===== src/rtl/act_pkg.sv =====
// Shared types and helpers for the multi-lane activation unit.
// Activation mode encoding and a popcount over per-lane clamp flags.
package act_pkg;

    typedef enum logic [1:0] {
        ACT_PASS  = 2'd0,
        ACT_RELU  = 2'd1,
        ACT_LEAKY = 2'd2,
        ACT_CLIP  = 2'd3
    } act_mode_e;

    // Flags are zero-extended to this width before counting; LANES must not exceed it.
    localparam int MAX_LANES = 32;

    function automatic logic [5:0] popcount(input logic [MAX_LANES-1:0] flags);
        logic [5:0] n;
        n = '0;
        for (int i = 0; i < MAX_LANES; i++) begin
            n = n + {5'd0, flags[i]};
        end
        return n;
    endfunction

endpackage


===== src/rtl/act_lane.sv =====
// One lane of the activation function, purely combinational.
// Flags a lane as clamped when RELU/CLIP force a nonzero input to zero.
module act_lane
    import act_pkg::*;
#(
    parameter int DATA_WIDTH = 16,
    parameter int LEAK_SHIFT = 3
) (
    input  logic signed [DATA_WIDTH-1:0] x,
    input  act_mode_e                    mode,
    input  logic signed [DATA_WIDTH-1:0] cap,
    output logic signed [DATA_WIDTH-1:0] y,
    output logic                         clamped
);

    logic x_neg;
    logic cap_nonpos;

    assign x_neg      = x[DATA_WIDTH-1];
    assign cap_nonpos = cap[DATA_WIDTH-1] || (cap == '0);

    always_comb begin
        y       = x;
        clamped = 1'b0;
        case (mode)
            ACT_PASS: begin
                y = x;
            end
            ACT_RELU: begin
                if (x_neg) begin
                    y       = '0;
                    clamped = 1'b1;
                end
            end
            ACT_LEAKY: begin
                // Arithmetic shift floors toward minus infinity and cannot overflow.
                if (x_neg) begin
                    y = x >>> LEAK_SHIFT;
                end
            end
            ACT_CLIP: begin
                if (x_neg || cap_nonpos) begin
                    y       = '0;
                    clamped = (x != '0);
                end else if (x > cap) begin
                    y = cap;
                end
            end
            default: begin
                y = x;
            end
        endcase
    end

endmodule


===== src/rtl/act_unit_mc.sv =====
// Two-stage multi-lane activation pipeline with valid/ready backpressure
// and a saturating count of lanes forced to zero.
module act_unit_mc
    import act_pkg::*;
#(
    parameter int DATA_WIDTH  = 16,
    parameter int FRACTION    = 14,
    parameter int LANES       = 4,
    parameter int LEAK_SHIFT  = 3,
    parameter int COUNT_WIDTH = 32
) (
    input  logic                        clk,
    input  logic                        rst,
    input  logic                        in_valid,
    output logic                        in_ready,
    input  logic [LANES*DATA_WIDTH-1:0] in_data,
    input  logic [1:0]                  in_mode,
    input  logic [DATA_WIDTH-1:0]       in_cap,
    output logic                        out_valid,
    input  logic                        out_ready,
    output logic [LANES*DATA_WIDTH-1:0] out_data,
    output logic [COUNT_WIDTH-1:0]      clamp_count,
    input  logic                        count_clr
);

    localparam int BUS_W = LANES * DATA_WIDTH;
    localparam int SUM_W = ((COUNT_WIDTH > 6) ? COUNT_WIDTH : 6) + 1;
    localparam logic [COUNT_WIDTH-1:0] CNT_MAX = '1;

    logic                   s1_en;
    logic                   s2_en;

    logic                   s1_valid_q;
    logic [BUS_W-1:0]       s1_data_q;
    act_mode_e              s1_mode_q;
    logic [DATA_WIDTH-1:0]  s1_cap_q;

    logic                   s2_valid_q;
    logic [BUS_W-1:0]       s2_data_q;
    logic [BUS_W-1:0]       s2_data_d;

    logic [LANES-1:0]       clamp_flags;
    logic [5:0]             clamp_pop;
    logic [SUM_W-1:0]       count_sum;
    logic [COUNT_WIDTH-1:0] count_q;
    logic [COUNT_WIDTH-1:0] count_d;

    assign s2_en    = !s2_valid_q || out_ready;
    assign s1_en    = !s1_valid_q || s2_en;
    assign in_ready = s1_en && !rst;

    generate
        for (genvar gi = 0; gi < LANES; gi++) begin : g_lane
            act_lane #(
                .DATA_WIDTH(DATA_WIDTH),
                .LEAK_SHIFT(LEAK_SHIFT)
            ) u_lane (
                .x      (s1_data_q[gi*DATA_WIDTH +: DATA_WIDTH]),
                .mode   (s1_mode_q),
                .cap    (s1_cap_q),
                .y      (s2_data_d[gi*DATA_WIDTH +: DATA_WIDTH]),
                .clamped(clamp_flags[gi])
            );
        end
    endgenerate

    assign clamp_pop = popcount(MAX_LANES'(clamp_flags));
    assign count_sum = SUM_W'(count_q) + SUM_W'(clamp_pop);

    // Clear wins over a same-cycle increment; the increment saturates at all-ones.
    always_comb begin
        count_d = count_q;
        if (count_clr) begin
            count_d = '0;
        end else if (s2_en && s1_valid_q) begin
            if (count_sum > SUM_W'(CNT_MAX)) begin
                count_d = CNT_MAX;
            end else begin
                count_d = count_sum[COUNT_WIDTH-1:0];
            end
        end
    end

    always_ff @(posedge clk) begin
        if (rst) begin
            s1_valid_q <= 1'b0;
            s1_data_q  <= '0;
            s1_mode_q  <= ACT_PASS;
            s1_cap_q   <= '0;
            s2_valid_q <= 1'b0;
            s2_data_q  <= '0;
            count_q    <= '0;
        end else begin
            if (s1_en) begin
                s1_valid_q <= in_valid && in_ready;
                s1_data_q  <= in_data;
                s1_mode_q  <= act_mode_e'(in_mode);
                s1_cap_q   <= in_cap;
            end
            if (s2_en) begin
                s2_valid_q <= s1_valid_q;
                s2_data_q  <= s2_data_d;
            end
            count_q <= count_d;
        end
    end

    assign out_valid   = s2_valid_q;
    assign out_data    = s2_data_q;
    assign clamp_count = count_q;

endmodule


===== config.mk =====
export PLATFORM = sky130hd
export DESIGN_NAME = act_unit_mc
export DESIGN_NICKNAME = d
export VERILOG_FILES = /design/src/rtl/act_pkg.sv /design/src/rtl/act_lane.sv /design/src/rtl/act_unit_mc.sv
export SDC_FILE = /design/constraint.sdc
export NUM_CORES = 1
export LEC_CHECK = 0
export BUFFER_PORTS_ARGS = -buffer_cell sky130_fd_sc_hd__clkbuf_2
export CAP_MARGIN = 20
export CORE_ASPECT_RATIO = 0.75
export CORE_UTILIZATION = 45
export CTS_CLUSTER_SIZE = 12
export DETAILED_ROUTE_END_ITERATION = 8
export GPL_ROUTABILITY_DRIVEN = 0
export GPL_TIMING_DRIVEN = 0
export PLACE_DENSITY = 0.65
export SLEW_MARGIN = 25
export SYNTH_ARGS = -nofsm -noshare
export SYNTH_HDL_FRONTEND = slang
export SYNTH_HIERARCHICAL = 1
export SYNTH_SLANG_ARGS = --single-unit

===== constraint.sdc =====
create_clock -name clk -period 4.5 [get_ports clk]
set_clock_uncertainty 0.15 [all_clocks]
set_input_delay 0.225 -clock clk [delete_from_list [all_inputs] [get_ports clk]]
set_output_delay 0.225 -clock clk [all_outputs]
set_load 0.02 [all_outputs]

Word-level counts from Yosys, hierarchy flattened
Cells that the tools add are included.

Add/subtract/negate cells: 4. Multiply operators: 0. Divide/modulo/power cells: 0. $lt $le $gt $ge: 5. Equal/unequal tests: 3. Shift-type cells: 0. Mux-type cells: 33. Bitwise logic cells: 0. Reduce and logical (&&, ||, !) cells: 20.

Operator list (number): 16-bit case mux with 4 select lines (4); 16-bit two-way mux (12); 16-bit greater-than comparator (4); 16-bit nonzero test (4); 15-bit two-way mux (4); 32-bit by 4-bit adder with 33-bit output (1); 33-bit by 32-bit greater-than comparator with 1-bit output, second input constant (1); 32-bit two-way mux (1); 16-bit logical NOT (1); 1-bit two-way mux (8); 1-bit case mux with 2 select lines (4); 1-bit logical OR (7); 3-bit by 1-bit adder with 4-bit output (1); 2-bit equality test, second input constant (2); 2-bit by 1-bit adder with 3-bit output (1); 1-bit logical AND (3); 1-bit logical NOT (3); 1-bit by 1-bit adder with 2-bit output (1); 2-bit by 1-bit equality test with 1-bit output, second input constant (1); 2-bit logical NOT (1); 2-bit OR reduction (1).

Flip-flop bits (word level): 180. Latch bits: 0. RAM bits: 0. ROM bits: 0. Word-level logic and storage cells: 72. Memories: 0.

Logic depth before layout (Yosys ltp)
Gate-level depths: netlist (run 1).

Word-level depth: 11. Depth in mapped cells: 16. Mapped depth without buffers: 15.

Cells and area by module
The synthesis (run 1) kept the hierarchy.

By module, submodules not included: act_unit_mc (times used 1, cells each 844, area an instance 6827.8 sq um, seq. area each 3603.5 sq um); act_lane (times used 4, cells each 211, area an instance 1403.8 sq um, seq. area each 0.0 sq um).

Worst setup path after synthesis (run 1)
No wires, ideal clock.

Path kind: reg2reg. Start: reg s1_mode_q[0]. End: reg count_q[13] (netlist: clamp_count[13]). Library setup time: 0.119 ns. Data arrival time: 3.476 ns. Required time: 4.231 ns. Slack: 0.756 ns. Cell stages (with the launch flop): 15. Clock period less this slack: 3.744 ns. Cell sequence: dfxtp_1 clkbuf_1 clkbuf_1 o21a_1 fa_1 inv_1 fa_1 inv_1 fa_1 and4_1 nand4_1 or4_4 buf_6 nand3_1 o221a_1.

Cells in the longest elaborated chain, start to end: 8. Elaborated cells on any way between the ends: 12. Those cells by class: 4 x add/sub; 1 x order compare; 2 x eq/ne; 5 x mux.

Ends and longest elaborated chain: from (decl) (RTL line act_unit_mc.sv:35) `act_mode_e s1_mode_q;`; from (signal assigned) (RTL line act_unit_mc.sv:97) `s1_mode_q <= act_mode_e'(in_mode);`; 2-bit equality test or 2-bit by 1-bit equality test with 1-bit output (tied branches) (RTL line act_lane.sv:25) `case (mode)`; 1-bit case mux with 2 select lines * (RTL line act_lane.sv:25); named net clamp_flags[0] (RTL line act_unit_mc.sv:42) `logic [LANES-1:0] clamp_flags;`; 1-bit by 1-bit adder with 2-bit output * (RTL line act_pkg.sv:19) `n = n + {5'd0, flags[i]};`; 2-bit by 1-bit adder with 3-bit output * (RTL line act_pkg.sv:19); 3-bit by 1-bit adder with 4-bit output * (RTL line act_pkg.sv:19); 32-bit by 4-bit adder with 33-bit output * (RTL line act_unit_mc.sv:68) `assign count_sum = SUM_W'(count_q) + SUM_W'(clamp_pop);`; 33-bit by 32-bit greater-than comparator with 1-bit output (RTL line act_unit_mc.sv:76) `if (count_sum > SUM_W'(CNT_MAX)) begin`; 32-bit two-way mux * (RTL line act_unit_mc.sv:76); to (signal assigned) (RTL line act_unit_mc.sv:104) `count_q <= count_d;`; to (decl) (RTL line act_unit_mc.sv:45) `logic [COUNT_WIDTH-1:0] count_q;`.

Mark *: on every way through the listed nets, which the timed path passes. The rest lies on a longest branch. A chain may end at the register's enable or synchronous reset.

Worst setup path in the final report (run 1)
Start: reg s1_cap_q[6]. End: reg count_q[2] (netlist: clamp_count[2]).

Elaborated cells on any way between the ends: 20. Those cells by class: 4 x add/sub; 1 x order compare; 9 x mux; 6 x reduce/logical.

RTL lines: from (decl) (RTL line act_unit_mc.sv:36) `logic [DATA_WIDTH-1:0] s1_cap_q;`; from (signal assigned) (RTL line act_unit_mc.sv:98) `s1_cap_q <= in_cap;`; 16-bit logical NOT * (RTL line act_lane.sv:20) `assign cap_nonpos = cap[DATA_WIDTH-1] || (cap == '0);`; 1-bit logical OR * (RTL line act_lane.sv:20); 1-bit logical OR * (RTL line act_lane.sv:42) `if (x_neg || cap_nonpos) begin`; 1-bit two-way mux * (RTL line act_lane.sv:42); 1-bit case mux with 2 select lines * (RTL line act_lane.sv:25); named net clamp_flags[2] (RTL line act_unit_mc.sv:42); 2-bit by 1-bit adder with 3-bit output * (RTL line act_pkg.sv:19); 3-bit by 1-bit adder with 4-bit output * (RTL line act_pkg.sv:19); 32-bit by 4-bit adder with 33-bit output * (RTL line act_unit_mc.sv:68); 33-bit by 32-bit greater-than comparator with 1-bit output (RTL line act_unit_mc.sv:76); 32-bit two-way mux * (RTL line act_unit_mc.sv:76).

Marked as above.

==> qor.yml, run 1 <==
synth_edf_count: 0
core_area_mm2: 0.0271
pin_count: 185
antenna_left: 0
worstMarginPinSlew_ns: 0.837
clock_sinks: 180
hold_path_class: "in2reg"
cts_buffers: 17
synth_area_mm2: 0.0124
rsz0062_at_grt: "no"
cts_buffer_depth: 2
period_share_pct: 96.4
max_freq_ghz: 0.230
die_area_mm2: 0.0283
io_buffers: 183
hold_viol: 0
detail_route.wl_per_cell_um: 19.0
ys_ff_latch: 180
nNetsFinal: 2128
viasPerCell: 5.94
regToRegStartpoint: "s1_cap_q[6]"
clock_latency_ns: 0.46
leakagePower_nw: 6.28
setup.worst_path.end_class: "flip-flop"
synth.net_count: 1843
yosysWarnings: 6
cp_max_fo: 13
setup.worst_path.start: "s1_cap_q[6]"
post-route-drc-count: 0
cp-start-kind: "flip-flop"
post_cts_buffers: 0
slew_viol_final: 0
min_period_ns: 4.34
syn_inst: 1688
fin_util_pct: 56.5
die_x_um: 194
power_mw: 4.54
ir_drop_mv: 0.257
setup_viol: 0
hpwl_um: 31700
grt_max_degree: 30
final_cell_mix: "nand2_1, a21oi_1, clkbuf_2, dfxtp_1, nor2_1"
mostFrequentLayoutCell: "nand2_1"
avgSynthCellArea_um2: 7.37
layout-drive-gt1-share_pct: 18.1
status: "complete, no violations"
dr_total_vias: 13880
nFillCells: 2602
max_slew_margin_pct: 44.2
cts_max_level: 4
clk_pin_slew_ns: 0.08
ctsRootBufferMaster: "clkbuf_16"
hold-path-cell-count: 4
rows: 52
arrival_ns: 4.55
gr-total-overflow: 0
critPathKind: "reg2reg"
synthArstFlopShare_pct: 0
ys_seq_area_share_pct: 29.0
p_per_area_mw_per_mm2: 297
drtIter0Drc: 1335
cts_tree: "built"
grt_pass1_wl_um: 69600
synth.distinct_cells: 66
diodes: 0
antenna_found_initial: 0
regToRegEndpoint: "clamp_count[2]"
die_y_um: 146
initial_core_util_pct: 46.0
reg2reg_slack_ns: 0.16
min_from: "count_clr"
whs_endpoint: "clamp_count[0]"
track_usage_pct: 30.9
synth_ff_type: "dfxtp_1"
layout-area-overhead-vs-synth_pct: 22.8
grt_pass1_vias: 12730
worstPathRequired_ns: 4.71
maxCapViolCount: 0
wl_um: 44400
worstRegToRegCells: 14
drtPass1Iterations: 6
-- kinds of logic after synthesis --
group	count (synthesis)	share of synthesized area, %
and+or+nand+nor	644	24.3
AOI/OAI and AO/OA	554	28.9
buffers and inverters	194	6.70
DFF	180	29.0
adders and majority gates	68	7.02
muxes	48	4.14
-- flip-flops by register name (all words and copies together) (netlist names) --
register / count
s1_mode_q: 2
s1_valid_q: 1
clamp_count: 32
out_valid: 1
s1_data_q: 64
out_data: 64
s1_cap_q: 16
-- cells in the mapped netlist (9+ instances only) --
master     count  area, um^2
nor2_1        92         345
nor3_1        17        85.1
o22ai_1       16         100
mux2i_1       20         200
o21ai_0       46         230
clkbuf_1      92         345
nor4_1        29         181
or4_2         24         210
buf_2         13        65.1
mux2_2        28         315
o311a_1       28         280
o2bb2ai_1     32         280
a21boi_0      28         210
o22a_1        28         245
dfxtp_1      180        3600
nand3_1       17        85.1
or2_2         10        62.6
inv_1         76         285
o21a_1        10        75.1
o21bai_1      12        90.1
ha_1          65         813
a21oi_1      284        1420
nand4_1       21         131
nand2_1      379        1420
a211oi_1       9        67.6
and4_1        12         105
-- layout make-up --
class,instances,area [um^2],share of cell area [%]
multi-input cells,1314,8020,52.5
repair buffers,266,1750,11.4
inverters,76,285,1.87
clock buffers,20,457,2.99
well taps,351,439,2.87
flip-flops and latches,180,3660,24.0
clock inverters,12,119,0.778
plain buffers,118,556,3.64
-- repair_timing --
action,4_1_cts,5_1_grt
setup endpoints to repair,24,25
hold endpoints to repair,83,0
hold buffers,83,0
gates cloned,0,0
resized for setup,18,29
-- metal layers --
metal / track usage [%] / share of wire, % / vias up / wire length [um]
met5: 0 / 0 / - / 0
met4: 11.4 / 2.4 / 0 / 1070
met3: 5.64 / 8.4 / 71 / 3730
met2: 44.7 / 42 / 620 / 18800
met1: 45.3 / 47 / 6512 / 20800
li1: - / - / 6677 / -
-- worst max-delay path: stages, from the launching register on --
cell	delay, ns
dfxtp_4	0.52
nor3_1	0.09
a41oi_1	0.34
nor2_1	0.09
o21a_1	0.26
fa_1	0.50
inv_1	0.05
fa_1	0.38
inv_1	0.08
fa_2	0.28
and4_1	0.26
nand4_1	0.24
nor4_4	0.45
nor2_1	0.23
a311oi_1	0.33
-- how the worst max path moves through the flow --
stage                      endpoint
floorplan           clamp_count[13]
global placement    clamp_count[23]
detailed placement  clamp_count[23]
CTS                 clamp_count[23]
global route         clamp_count[9]
finish               clamp_count[2]
-- power by group --
group          leakage (nW)  internal (mW)  total [mW]  switching [mW]
sequential             1.49           1.69        1.86           0.168
combinational          4.51          0.506        1.17           0.659
clock                 0.274          0.801        1.52           0.717
total                  6.28           3.00        4.54            1.54
-- stage by stage --
step	setup TNS (ns)	std cells	hold slack (ns)	instance area (um^2)	worst slack, ns
5_1_grt	0	2337	0.0405	15300	0.00572
3_5_place_dp	-5.16	2222	0.293	13800	-0.323
3_3_place_gp	-4.41	2222	0.289	13800	-0.297
2_1_floorplan	0	1688	0.196	12400	0.756
6_report	0	2337	0.0345	15300	0.160
4_1_cts	0	2337	0.00883	15200	0.0441
Note: power is estimated with default switching activity, not from simulation.
==> run 2, diff against run 1 <==
- MAX_ROUTING_LAYER: unset -> met4
==> run 2 against run 1 <==
Net effect: combinational power hardly changed; global-route usage is 0.97 points higher; power hardly changed; final area stayed put; flip-flop and latch count stayed put.
==> qor.yml, run 2 (same netlist as run 1, synthesis figures left out) <==
status: "complete, no violations"
period_share_pct: 96.9  # +0.45 points
layout-area-overhead-vs-synth_pct: 22.8  # unchanged
setup_viol: 0  # unchanged
critical-path-slowest-cell: "dfxtp_4"
crit_buf_inv: 2  # unchanged
post_cts_buffers: 0  # unchanged
gr-total-overflow: 0  # unchanged
fin_setup_tns_ns: 0  # unchanged
critPathTopFamily: "simple AND/OR/NAND/NOR gates"
ctsRootBufferMaster: "clkbuf_16"
slew_viol_final: 0  # unchanged
setup.worst_path.end_class: "flip-flop"
wl_um: 44500  # +0.21%
grt_max_degree: 30  # unchanged
cts_buffers: 17  # unchanged
clock_latency_ns: 0.46  # about the same
crit_chain: "nor3_1, a41oi_1, nor2_1, o21a_1, fa_1, inv_1, fa_1, inv_1, fa_2, and4_1, nand4_1, nor4_4, nor2_1, a311oi_1"
cp-start-kind: "flip-flop"
cp_max_fo: 13  # unchanged
track_usage_pct: 31.8  # +0.97 points
detail_route.wl_per_cell_um: 19.0  # +0.21%
die_x_um: 194  # unchanged
maxCapViolCount: 0  # unchanged
die_y_um: 146  # unchanged
hold_viol: 0  # unchanged
max_freq_ghz: 0.229  # -0.47%
worstPathRequired_ns: 4.71  # about the same
mostFrequentLayoutCell: "nand2_1"
initial_core_util_pct: 46.0  # unchanged
worstMarginPinSlew_ns: 0.832  # -0.00582 ns
ir_drop_mv: 0.258  # +0.30%
p_per_area_mw_per_mm2: 297  # about the same
hpwl_um: 31700  # unchanged
drtIter0Drc: 1317  # -1.3%
nNetsFinal: 2128  # unchanged
antenna_found_initial: 0  # unchanged
post-route-drc-count: 0  # unchanged
diodes: 0  # unchanged
cts_tree: "built"
antenna_left: 0  # unchanged
rsz0062_at_grt: "no"
dr_total_vias: 13939  # +0.43%
cts_buffer_depth: 2  # unchanged
final_cell_mix: "nand2_1, a21oi_1, clkbuf_2, dfxtp_1, nor2_1"
clock_sinks: 180  # unchanged
critPathKind: "reg2reg"
cp_slowest_stage_delay_ns: 0.51  # about the same
min_period_ns: 4.36  # +0.0204 ns
core_area_mm2: 0.0271  # unchanged
grt_pass1_vias: 12739  # +0.071%
cts_max_level: 4  # unchanged
die_area_mm2: 0.0283  # unchanged
clk_pin_slew_ns: 0.08  # about the same
grt_pass1_wl_um: 69600  # about the same
leakagePower_nw: 6.28  # unchanged
hold_path_class: "in2reg"
power_mw: 4.54  # about the same
pin_count: 185  # unchanged
viasPerCell: 5.96  # +0.43%
layout-drive-gt1-share_pct: 18.1  # unchanged
arrival_ns: 4.57  # +0.02 ns
nFillCells: 2602  # unchanged
drtPass1Iterations: 5  # -1
rows: 52  # unchanged
io_buffers: 183  # unchanged
max_slew_margin_pct: 44.6  # +0.39 points
-- run 2: final cells by class --
class / instances / area [um^2] / area share [%]
flip-flops and latches: 180 / 3660 / 24.0
inverters: 76 / 285 / 1.87
clock buffers: 20 / 457 / 2.99
well taps: 351 / 439 / 2.87
clock inverters: 12 / 119 / 0.778
multi-input cells: 1314 / 8020 / 52.5
plain buffers: 118 / 556 / 3.64
repair buffers: 266 / 1750 / 11.4
-- run 2: worst reg2reg max path, delay by kind of cell, from the launching register on --
| kind | cells | cell delay, ns |
|---|---|---|
| and+or+nand+nor | 6 | 1.36 |
| buffers and inverters | 2 | 0.13 |
| DFF | 1 | 0.51 |
| adders and majority gates | 3 | 1.15 |
| AOI/OAI and AO/OA | 3 | 0.96 |
-- run 2: worst paths after layout --
check | start | to | slack, ns | cells past startpoint
worst max-delay path | s1_cap_q[5] | clamp_count[2] | 0.14 | 14
worst min-delay path | count_clr | clamp_count[0] | 0.04 | 4
worst max register to register | s1_cap_q[5] | clamp_count[2] | 0.14 | 14
worst min register to register | out_data[13] | out_data[13] | 0.30 | 2
-- run 2: through the flow --
step	instances	setup WS, ns	utilization (%)	hold WS, ns	instance area (um^2)
6_report	2337	0.139	56.5	0.0400	15300
5_1_grt	2337	0.00855	56.5	0.0395	15300
4_1_cts	2337	0.0441	56.3	0.00883	15200
3_5_place_dp	2222	-0.323	51.0	0.293	13800
3_3_place_gp	2222	-0.297	51.0	0.289	13800
2_1_floorplan	1688	0.756	-	0.196	12400
-- run 2: report_power, final --
group | leakage, nW | switching, mW | internal, mW
Sequential | 1.49 | 0.168 | 1.69
Clock | 0.274 | 0.720 | 0.801
Combinational | 4.51 | 0.659 | 0.506
-- run 2: per-layer routing --
metal	share of wire, %	track usage [%]	vias to the layer above
li1	-	-	6675
met1	46	45.7	6519
met5	0	-	-
met4	2.7	11.3	0
met2	42	44.7	659
met3	8.7	4.99	86
-- run 2: timing repair --
item,in CTS,in global routing
resized for setup,18,29
pin swaps,0,0
setup endpoints to repair,24,25
endpoints found under the hold margin,83,0
hold buffers,83,0
==> run 3, diff against run 2 <==
==> constraint.sdc (replaced) <==
create_clock -name clk -period 4.5 [get_ports clk]
set_clock_uncertainty 0.15 [all_clocks]
set_input_delay 0 -clock clk [delete_from_list [all_inputs] [get_ports clk]]
set_output_delay 0 -clock clk [all_outputs]
set_load 0.02 [all_outputs]
==> run 3 against run 2 <==
Net effect: via count grew 0.19%; wire length about the same; combinational power about the same; first-iteration DRC count is 3.9% lower; die area is the same.
==> qor.yml, run 3 (same netlist as run 1, synthesis figures left out) <==
antenna_left: 0  # unchanged
worstMarginPinSlew_ns: 0.854  # +0.0228 ns
critical-path-slowest-cell: "fa_1"
arrival_ns: 4.54  # -0.03 ns
regToRegStartpoint: "s1_mode_q[1]"
setup.worst_path.end_class: "flip-flop"
min_from: "in_data[4]"
rsz0062_at_grt: "no"
slew_viol_final: 0  # unchanged
io_buffers: 183  # unchanged
rows: 52  # unchanged
cts_buffers: 17  # unchanged
mostFrequentLayoutCell: "nand2_1"
nNetsFinal: 2129  # +0.047%
worst_hold_slack_ns: 0.166  # +0.126 ns
critPathTopFamily: "simple AND/OR/NAND/NOR gates"
cts_tree: "built"
stdcell_count: 2338  # +0.043%
max_freq_ghz: 0.231  # +0.74%
hold_path_class: "in2reg"
period_share_pct: 96.2  # -0.71 points
p_per_area_mw_per_mm2: 297  # about the same
cp_slowest_stage_delay_ns: 0.50  # about the same
dr_total_vias: 13966  # +0.19%
core_area_mm2: 0.0271  # unchanged
regToRegEndpoint: "clamp_count[2]"
max_slew_margin_pct: 43.0  # -1.5 points
cts_max_level: 4  # unchanged
final_cell_mix: "nand2_1, a21oi_1, clkbuf_2, dfxtp_1, nor2_1"
initial_core_util_pct: 46.0  # unchanged
layout-area-overhead-vs-synth_pct: 22.9  # about the same
dp_cells: 2222  # unchanged
crit_chain: "clkbuf_1, clkbuf_2, nand2_1, nor2_1, o21a_1, fa_1, inv_1, fa_1, inv_1, fa_2, and4_1, nand4_1, nor4_4, nor2_1, a311oi_1"
clk_pin_slew_ns: 0.08  # about the same
ff_latch_area_mm2: 0.00366  # unchanged
drtPass1Iterations: 5  # unchanged
multi_input_area_mm2: 0.00802  # unchanged
clock_sinks: 180  # unchanged
antenna_found_initial: 0  # unchanged
cts_buffer_depth: 2  # unchanged
fin_util_pct: 56.5  # about the same
drtIter0Drc: 1265  # -3.9%
gr-total-overflow: 0  # unchanged
hold-path-cell-count: 4  # unchanged
wl_um: 44500  # about the same
whs_endpoint: "s1_data_q[4]"
diodes: 0  # unchanged
clock_latency_ns: 0.46  # about the same
die_y_um: 146  # unchanged
worstPathRequired_ns: 4.71  # about the same
ctsRootBufferMaster: "clkbuf_16"
viasPerCell: 5.97  # +0.15%
reg2reg_slack_ns: 0.17  # +0.03 ns
post-route-drc-count: 0  # unchanged
cp_max_fo: 10  # -3
hpwl_um: 31700  # unchanged
grt_pass1_vias: 12748  # +0.071%
post_cts_buffers: 0  # unchanged
layout-drive-gt1-share_pct: 18.1  # about the same
design_area_mm2: 0.0153  # about the same
pin_count: 185  # unchanged
min_period_ns: 4.33  # -0.0319 ns
leakagePower_nw: 6.29  # about the same
maxCapViolCount: 0  # unchanged
grt_max_degree: 30  # unchanged
ir_drop_mv: 0.258  # -0.12%
cp-start-kind: "flip-flop"
die_area_mm2: 0.0283  # unchanged
status: "complete, no violations"
die_x_um: 194  # unchanged
setup_viol: 0  # unchanged
dp_slack_ns: -0.323  # unchanged
power_mw: 4.54  # about the same
place_area_mm2: 0.0138  # unchanged
worstRegToRegCells: 15  # +1
fin_setup_tns_ns: 0  # unchanged
critPathKind: "reg2reg"
grt_pass1_wl_um: 69600  # about the same
detail_route.wl_per_cell_um: 19.0  # about the same
hold_viol: 0  # unchanged
nFillCells: 2602  # unchanged
setup_ws_ns: 0.171  # +0.0319 ns
track_usage_pct: 31.8  # about the same
crit_buf_inv: 4  # +2
run 3: report_power, final:
part           internal (mW)  leakage, nW  total, mW  switching, mW
sequential              1.69         1.49       1.86          0.169
clock                  0.801        0.274       1.52          0.717
combinational          0.507         4.52       1.17          0.660
run 3: how the worst max path moves through the flow:
| stage | from | end | slack (ns) | cells past startpoint |
|---|---|---|---|---|
| final | s1_mode_q[1] | clamp_count[2] | 0.17 | 15 |
| after global routing | s1_cap_q[6] | clamp_count[9] | 0.009 | 15 |
| after CTS | s1_cap_q[6] | clamp_count[23] | 0.04 | 15 |
| after detailed placement | s1_mode_q[0] | clamp_count[23] | -0.32 | 14 |
| after global placement | s1_mode_q[0] | clamp_count[23] | -0.30 | 14 |
| after floorplan | s1_mode_q[0] | clamp_count[13] | 0.76 | 14 |
run 3: final cells by class:
class / count / area share [%]
buffer: 118 / 3.63
clock buffer: 20 / 2.99
clock inverter: 12 / 0.777
inverter: 76 / 1.87
multi-input combinational: 1314 / 52.4
sequential: 180 / 24.0
tap: 351 / 2.87
timing repair buffer: 267 / 11.5
run 3: repair_timing:
action                     4_1_cts  5_1_grt
setup endpoints to repair       24       25
hold buffers                    84        0
gates resized for setup         18       29
cloned                           0        0
hold endpoints to repair        88        0
pin swaps                        0        0
run 3: per-layer routing:
metal	up-vias	track usage, %	share of wire (%)
met5	-	-	0
met4	0	11.3	2.6
met3	82	4.99	8.5
met2	652	44.8	42
met1	6558	45.7	47
li1	6674	-	-
run 3: worst reg2reg max path: stages, from the launching register on:
cell and delay [ns]:
dfxtp_1 0.42, clkbuf_1 0.26, clkbuf_2 0.26, nand2_1 0.10, nor2_1 0.04, o21a_1 0.21, fa_1 0.50, inv_1 0.05
fa_1 0.38, inv_1 0.08, fa_2 0.28, and4_1 0.28, nand4_1 0.24, nor4_4 0.44, nor2_1 0.23, a311oi_1 0.33
